<file path="config.mk">
export PLATFORM = sky130hd
export DESIGN_NAME = uart_rx_buffered
export DESIGN_NICKNAME = d
export VERILOG_FILES = /design/src/rtl/uart_pkg.sv /design/src/rtl/sync_fifo.sv /design/src/rtl/uart_rx_buffered.sv
export SDC_FILE = /design/constraint.sdc
export NUM_CORES = 1
export LEC_CHECK = 0
export ABC_AREA = 1
export BUFFER_PORTS_ARGS = -buffer_cell sky130_fd_sc_hd__clkbuf_2
export CORE_MARGIN = 3
export CORE_UTILIZATION = 56
export CTS_CLUSTER_DIAMETER = 100
export CTS_CLUSTER_SIZE = 12
export DETAILED_ROUTE_END_ITERATION = 8
export GPL_TIMING_DRIVEN = 0
export PLACE_DENSITY = 0.76
export SLEW_MARGIN = 10
export SYNTH_ARGS = -nofsm -noshare
export SYNTH_HDL_FRONTEND = slang
export SYNTH_SLANG_ARGS = --single-unit
</file>
<file path="constraint.sdc">
create_clock -name clk -period 2.8 [get_ports clk]
set_input_delay 0.42 -clock clk [delete_from_list [all_inputs] [get_ports clk]]
set_output_delay 0.42 -clock clk [all_outputs]
set_load 0.02 [all_outputs]
</file>
<file path="src/rtl/uart_pkg.sv">
// Shared constants and types for the buffered UART receiver.
package uart_pkg;

   localparam int PAR_NONE = 0;
   localparam int PAR_ODD  = 1;
   localparam int PAR_EVEN = 2;

   typedef enum logic [2:0] {
      ST_IDLE,
      ST_START,
      ST_DATA,
      ST_PARITY,
      ST_STOP,
      ST_PUSH,
      ST_BREAK
   } rx_state_t;

   // Rounded clock divider for one oversample tick.
   function automatic int calc_div(input int clk_hz, input int baud, input int os);
      int den;
      den = baud * os;
      return (clk_hz + den / 2) / den;
   endfunction

endpackage

</file>
<file path="src/rtl/sync_fifo.sv">
// Single-clock FIFO with first-word fall-through head and occupancy count.
// A write while full is accepted only when a read frees a slot in the same cycle.
module sync_fifo #(
   parameter int WIDTH = 9,
   parameter int DEPTH = 16
) (
   input  logic                     clk,
   input  logic                     reset_n,
   input  logic                     wr_en,
   input  logic [WIDTH-1:0]         wr_data,
   input  logic                     rd_en,
   output logic [WIDTH-1:0]         rd_data,
   output logic                     empty,
   output logic                     full,
   output logic [$clog2(DEPTH):0]   count
);

   localparam int AW = $clog2(DEPTH);
   localparam int CW = AW + 1;

   logic [WIDTH-1:0] mem_q [DEPTH];
   logic [WIDTH-1:0] mem_d [DEPTH];
   logic [AW-1:0]    wr_ptr_q, wr_ptr_d;
   logic [AW-1:0]    rd_ptr_q, rd_ptr_d;
   logic [CW-1:0]    count_q, count_d;
   logic             do_wr, do_rd;

   assign empty   = (count_q == '0);
   assign full    = (count_q == CW'(DEPTH));
   assign count   = count_q;
   assign rd_data = mem_q[rd_ptr_q];

   always_comb begin
      do_rd    = rd_en && !empty;
      do_wr    = wr_en && (!full || rd_en);
      mem_d    = mem_q;
      wr_ptr_d = wr_ptr_q;
      rd_ptr_d = rd_ptr_q;
      count_d  = count_q;
      if (do_wr) begin
         mem_d[wr_ptr_q] = wr_data;
         wr_ptr_d        = wr_ptr_q + 1'b1;
      end
      if (do_rd) begin
         rd_ptr_d = rd_ptr_q + 1'b1;
      end
      if (do_wr && !do_rd) begin
         count_d = count_q + 1'b1;
      end else if (!do_wr && do_rd) begin
         count_d = count_q - 1'b1;
      end
   end

   always_ff @(posedge clk or negedge reset_n) begin
      if (!reset_n) begin
         for (int i = 0; i < DEPTH; i++) begin
            mem_q[i] <= '0;
         end
         wr_ptr_q <= '0;
         rd_ptr_q <= '0;
         count_q  <= '0;
      end else begin
         mem_q    <= mem_d;
         wr_ptr_q <= wr_ptr_d;
         rd_ptr_q <= rd_ptr_d;
         count_q  <= count_d;
      end
   end

endmodule

</file>
<file path="src/rtl/uart_rx_buffered.sv">
// Oversampling UART receiver with majority-vote bits, receive FIFO, RTS# flow control
// and sticky line-error flags.
//
// state     | meaning
// ----------+----------------------------------------------------------
// ST_IDLE   | line idle, waiting for a 1->0 edge on synced rx
// ST_START  | verifying start bit at mid-bit, glitches drop back to idle
// ST_DATA   | shifting in DATA_BITS, LSB first
// ST_PARITY | sampling parity bit and comparing with computed parity
// ST_STOP   | checking a stop bit at mid-bit
// ST_PUSH   | one-cycle write of {perr, data} into the FIFO
// ST_BREAK  | bad stop bit, waiting for the line to return high
module uart_rx_buffered
   import uart_pkg::*;
#(
   parameter int CLK_HZ     = 12000000,
   parameter int BAUD       = 115200,
   parameter int OVERSAMPLE = 8,
   parameter int DATA_BITS  = 8,
   parameter int PARITY     = 0,
   parameter int STOP_BITS  = 1,
   parameter int FIFO_DEPTH = 16,
   parameter int RTS_MARGIN = 4
) (
   input  logic                          clk,
   input  logic                          reset_n,
   input  logic                          rx,
   output logic                          rts_n,
   output logic [DATA_BITS-1:0]          m_data,
   output logic                          m_perr,
   output logic                          m_valid,
   input  logic                          m_ready,
   output logic [$clog2(FIFO_DEPTH):0]   fifo_count,
   output logic                          frame_err,
   output logic                          parity_err,
   output logic                          overrun,
   input  logic                          err_clr
);

   localparam int DIV   = calc_div(CLK_HZ, BAUD, OVERSAMPLE);
   localparam int DIV_W = (DIV > 1) ? $clog2(DIV) : 1;
   localparam int OS_W  = $clog2(OVERSAMPLE);
   localparam int BIT_W = $clog2(DATA_BITS);
   localparam int CNT_W = $clog2(FIFO_DEPTH) + 1;

   localparam logic [DIV_W-1:0] DIV_RELOAD = DIV_W'(DIV - 1);
   localparam logic [OS_W-1:0]  OS_RELOAD  = OS_W'(OVERSAMPLE - 1);
   // os_q counts down, so the three vote samples sit at OS/2, OS/2-1 and OS/2-2
   localparam logic [OS_W-1:0]  SAMP_A     = OS_W'(OVERSAMPLE / 2);
   localparam logic [OS_W-1:0]  SAMP_B     = OS_W'(OVERSAMPLE / 2 - 1);
   localparam logic [OS_W-1:0]  SAMP_MID   = OS_W'(OVERSAMPLE / 2 - 2);
   localparam logic [BIT_W-1:0] BIT_RELOAD = BIT_W'(DATA_BITS - 1);
   localparam logic [CNT_W-1:0] RTS_LEVEL  = CNT_W'(FIFO_DEPTH - RTS_MARGIN);

   logic                 rx_meta_q, rx_sync_q, rx_prev_q;
   rx_state_t            state_q, state_d;
   logic [DIV_W-1:0]     div_q, div_d;
   logic [OS_W-1:0]      os_q, os_d;
   logic [BIT_W-1:0]     bit_q, bit_d;
   logic [1:0]           samp_q, samp_d;
   logic [DATA_BITS-1:0] shreg_q, shreg_d;
   logic                 perr_q, perr_d;
   logic                 stop2_q, stop2_d;
   logic                 frame_err_q, frame_err_d;
   logic                 parity_err_q, parity_err_d;
   logic                 overrun_q, overrun_d;
   logic                 rts_n_q, rts_n_d;

   logic                 tick, mid, bit_end, maj, exp_par;
   logic                 push, frame_set;
   logic                 fifo_empty, fifo_full;
   logic [DATA_BITS:0]   fifo_rd_data;
   logic [CNT_W-1:0]     fifo_cnt;

   sync_fifo #(
      .WIDTH (DATA_BITS + 1),
      .DEPTH (FIFO_DEPTH)
   ) u_fifo (
      .clk     (clk),
      .reset_n (reset_n),
      .wr_en   (push),
      .wr_data ({perr_q, shreg_q}),
      .rd_en   (m_ready),
      .rd_data (fifo_rd_data),
      .empty   (fifo_empty),
      .full    (fifo_full),
      .count   (fifo_cnt)
   );

   assign m_data     = fifo_rd_data[DATA_BITS-1:0];
   assign m_perr     = fifo_rd_data[DATA_BITS];
   assign m_valid    = !fifo_empty;
   assign fifo_count = fifo_cnt;
   assign rts_n      = rts_n_q;
   assign frame_err  = frame_err_q;
   assign parity_err = parity_err_q;
   assign overrun    = overrun_q;

   always_comb begin
      tick      = (state_q != ST_IDLE) && (state_q != ST_BREAK) && (div_q == '0);
      mid       = tick && (os_q == SAMP_MID);
      bit_end   = tick && (os_q == '0);
      maj       = (samp_q[1] & samp_q[0]) | (samp_q[1] & rx_sync_q) | (samp_q[0] & rx_sync_q);
      exp_par   = (PARITY == PAR_ODD) ? ~^shreg_q : ^shreg_q;

      state_d   = state_q;
      div_d     = div_q;
      os_d      = os_q;
      bit_d     = bit_q;
      samp_d    = samp_q;
      shreg_d   = shreg_q;
      perr_d    = perr_q;
      stop2_d   = stop2_q;
      push      = 1'b0;
      frame_set = 1'b0;

      if (tick) begin
         div_d = DIV_RELOAD;
         os_d  = (os_q == '0) ? OS_RELOAD : os_q - 1'b1;
         if (os_q == SAMP_A || os_q == SAMP_B) begin
            samp_d = {samp_q[0], rx_sync_q};
         end
      end else if (div_q != '0) begin
         div_d = div_q - 1'b1;
      end

      case (state_q)
         ST_IDLE: begin
            if (rx_prev_q && !rx_sync_q) begin
               state_d = ST_START;
               div_d   = DIV_RELOAD;
               os_d    = OS_RELOAD;
               perr_d  = 1'b0;
               stop2_d = 1'b0;
            end
         end
         ST_START: begin
            if (mid && maj) begin
               state_d = ST_IDLE;
            end else if (bit_end) begin
               state_d = ST_DATA;
               bit_d   = BIT_RELOAD;
            end
         end
         ST_DATA: begin
            if (mid) begin
               shreg_d = {maj, shreg_q[DATA_BITS-1:1]};
            end
            if (bit_end) begin
               if (bit_q == '0) begin
                  state_d = (PARITY != PAR_NONE) ? ST_PARITY : ST_STOP;
               end else begin
                  bit_d = bit_q - 1'b1;
               end
            end
         end
         ST_PARITY: begin
            if (mid) begin
               perr_d = (maj != exp_par);
            end
            if (bit_end) begin
               state_d = ST_STOP;
            end
         end
         ST_STOP: begin
            if (mid) begin
               if (!maj) begin
                  frame_set = 1'b1;
                  state_d   = ST_BREAK;
               end else if (stop2_q) begin
                  state_d = ST_IDLE;
               end else begin
                  state_d = ST_PUSH;
               end
            end
         end
         ST_PUSH: begin
            push = 1'b1;
            // the tick counter keeps running, so a second stop bit is still checked
            if (STOP_BITS == 2) begin
               state_d = ST_STOP;
               stop2_d = 1'b1;
            end else begin
               state_d = ST_IDLE;
            end
         end
         ST_BREAK: begin
            if (rx_sync_q) begin
               state_d = ST_IDLE;
            end
         end
         default: state_d = ST_IDLE;
      endcase

      frame_err_d  = err_clr ? 1'b0 : frame_err_q;
      parity_err_d = err_clr ? 1'b0 : parity_err_q;
      overrun_d    = err_clr ? 1'b0 : overrun_q;
      if (frame_set) frame_err_d = 1'b1;
      if (push && perr_q) parity_err_d = 1'b1;
      if (push && fifo_full && !m_ready) overrun_d = 1'b1;

      rts_n_d = (fifo_cnt >= RTS_LEVEL);
   end

   always_ff @(posedge clk or negedge reset_n) begin
      if (!reset_n) begin
         rx_meta_q    <= 1'b1;
         rx_sync_q    <= 1'b1;
         rx_prev_q    <= 1'b1;
         state_q      <= ST_IDLE;
         div_q        <= '0;
         os_q         <= '0;
         bit_q        <= '0;
         samp_q       <= '0;
         shreg_q      <= '0;
         perr_q       <= 1'b0;
         stop2_q      <= 1'b0;
         frame_err_q  <= 1'b0;
         parity_err_q <= 1'b0;
         overrun_q    <= 1'b0;
         rts_n_q      <= 1'b1;
      end else begin
         rx_meta_q    <= rx;
         rx_sync_q    <= rx_meta_q;
         rx_prev_q    <= rx_sync_q;
         state_q      <= state_d;
         div_q        <= div_d;
         os_q         <= os_d;
         bit_q        <= bit_d;
         samp_q       <= samp_d;
         shreg_q      <= shreg_d;
         perr_q       <= perr_d;
         stop2_q      <= stop2_d;
         frame_err_q  <= frame_err_d;
         parity_err_q <= parity_err_d;
         overrun_q    <= overrun_d;
         rts_n_q      <= rts_n_d;
      end
   end

endmodule
</file>
==> results.json <==
{
  "drv_cap": 0,
  "drc": 0,
  "grt.total_usage_pct": 30.7,
  "synth_cell_types": 32,
  "seqPwrFrac_pct": 32.3,
  "p_switching_mw": 4.19,
  "drtIter0Drc": 958,
  "route.met2.wl_um": 12000,
  "grt_max_degree": 84,
  "cts_buffers": 17,
  "grt-ovfl-total": 0,
  "via_per_inst": 5.97,
  "status": "completed",
  "power.density_nw_per_um2": 949,
  "layout_commonest_cell": "nand2_1",
  "nets": 1177,
  "synth_cells": 1105,
  "min-delay-start": "rx",
  "setup-violations-final": 0,
  "p_int_mw": 5.62,
  "yosysTopAreaCellShare_pct": 50.5,
  "clk_path_buf_depth": 2,
  "core-area_um2": 15900,
  "yosysTopAreaCell": "dfrtp_1",
  "setup.worst_path.start_class": "flop",
  "top_layer": "met4",
  "route.vias.total": 8257,
  "die_w_um": 134,
  "whs_ns": 0.0487,
  "clock-sinks": 188,
  "die_area_um2": 17900,
  "ys_seq_elements": 188,
  "post-route-min-period_ns": 2.74,
  "grt_pass1_vias": 7878,
  "avgSynthCellArea_um2": 8.25,
  "grt_setup_unrepaired": "no",
  "hold_viol": 0,
  "p_total_mw": 9.81,
  "wl_met1_um": 11000,
  "switching_share_pct": 42.7,
  "final_cell_area_um2": 10300,
  "wl_per_cell_um": 19.2,
  "tightest_slew_ns": 0.893,
  "r2r_start": "u_fifo.count[2]",
  "tns_ns": 0,
  "gp_congestion": 0.975,
  "start_util_pct": 57.4,
  "area_growth_pct": 13.3,
  "crit_required_ns": 2.38,
  "die_y_um": 134,
  "p_leak_nw": 4.98,
  "slew_viol_final": 0,
  "diodes": 0,
  "num_rows": 46,
  "cp.arrival_ns": 2.32,
  "fin_crit_sh_pct": 97.8,
  "endpoint_kind": "primary output",
  "ir_drop_v": 0.000562,
  "met3_length_um": 2510,
  "postRouteAntennaNets": 0,
  "seq_area_frac_synth_pct": 51.6,
  "fin_worst_skew_ns": 0.00747,
  "fmax_ghz": 0.365,
  "finish.utilization_pct": 65.1,
  "insertion_delay_ns": 0.45,
  "hpwl_um": 17600,
  "yosys-top-cells-area": "dfrtp_1 (50%), nand2_1 (11%), o21ai_0 (9.3%)",
  "worstHoldPathType": "input port to flop",
  "synth_fp_nets": 1127,
  "firstDrtPassIters": 9,
  "relSlewSlack_pct": 40.5,
  "layout_common_cells": "nand2_1 (263), dfrtp_1 (183), o21ai_0 (163)",
  "power_frac_comb_pct": 41.6,
  "worstSetupPathType": "flop to primary output",
  "ys_warn_count": 0,
  "io_buffers": 23,
  "startpoint": "u_fifo.rd_ptr_q[0]",
  "wirelength_um": 26500,
  "grt_pass1_wl_um": 42100,
  "syn_area_um2": 9120,
  "pwr-share-clk_pct": 26.1,
  "clkTransAtPathRegs_ns": 0.07,
  "io_pins": 24,
  "placed_area_um2": 9570,
  "htree_levels": 4,
  "drive_above_1_share_pct": 11.4,
  "root_buffer": "clkbuf_16",
  "crit_fanout": 10,
  "antenna_found_initial": 1,
  "cts_tree": "built"
}
[metrics by stage]
stage	cells	setup WS, ns
final	1384	0.0626
after global routing	1384	0.00618
after CTS	1380	0.000969
after detailed placement	1346	-0.273
after global placement	1344	-2.19
after floorplan	1105	0.0243
[kinds of logic (layout without fill, tap and decap cells)]
logic type,Yosys count,in the layout,share of synthesized area [%]
DFF,188,188,51.6
and+or+nand+nor,485,485,21.7
xor gates and xnor gates,12,12,1.15
buffers and inverters,123,186,6.43
adders and majority gates,17,17,2.41
AOI/OAI and AO/OA,280,280,16.6
[synth_stat cells, drive strengths merged]
master,number
o32ai,1
clkinv,1
nand4,3
nor3,7
o211ai,41
dfrtp,184
xor2,8
nor4,1
o21ai,226
nand2,271
dfstp,4
inv,60
ha,16
a211oi,1
o31ai,1
buf,30
nor2,145
a21oi,10
nand3,58
clkbuf,32
fa,1
xnor2,4
[final cells by class]
class	count	area [um^2]
multi-input combinational	794	3850
fill	1328	5550
buffer	60	419
clock inverter	15	186
inverter	61	234
clock buffer	17	425
tap	216	270
sequential	188	4710
timing repair buffer	33	241
[worst paths after layout]
| kind | end | slack, ns | cells after the start |
|---|---|---|---|
| max | m_data[7] | 0.06 | 7 |
| min | rx_meta_q | 0.05 | 1 |
| max reg2reg | u_fifo.count[4] | 0.23 | 11 |
| min reg2reg | rx_sync_q | 0.36 | 0 |
| max in group asynchronous | u_fifo.wr_ptr_q[3] | 1.27 | 4 |
| min in group asynchronous | u_fifo.mem_q[68] | 0.43 | 2 |
[critical path, cell delays in order, from the launching register on]
cell      delay (ns)
dfrtp_1         0.44
buf_4           0.22
buf_2           0.31
o21ai_0         0.15
o211ai_1        0.27
nand3_1         0.18
nand2_1         0.12
clkbuf_2        0.17
[state kept, by name (all words and copies together) (netlist names), 2 cells and up]
signal           flops
bit_q                3
div_q                4
os_q                 3
samp_q               2
shreg_q              8
state_q              3
u_fifo.count         5
u_fifo.mem_q       144
u_fifo.rd_ptr_q      4
u_fifo.wr_ptr_q      4
[routing by layer]
layer	track usage, %	up-vias
li1	-	3744
met1	41.4	3951
met5	0	-
met4	14.3	0
met3	6.61	85
met2	47.9	477
[timing repair]
| action | in CTS | in global routing |
|---|---|---|
| hold endpoints to repair | 31 | 0 |
| endpoints found under the setup margin | 12 | 11 |
| hold buffers | 1 | 0 |
| pin swaps | 0 | 1 |
| buffers inserted | 1 | 6 |
| gates resized for setup | 37 | 22 |
[power groups by stage]
stage | combinational, mW | sequential, mW | clock [mW]
after detailed placement | 3.80 | 3.16 | 0
after global placement | 3.73 | 3.15 | 0
after floorplan | 2.49 | 3.17 | 0
after global routing | 4.43 | 3.19 | 2.67
final | 4.08 | 3.17 | 2.56
after CTS | 3.94 | 3.13 | 2.55
No activity file was read; power rests on OpenSTA's default activity.
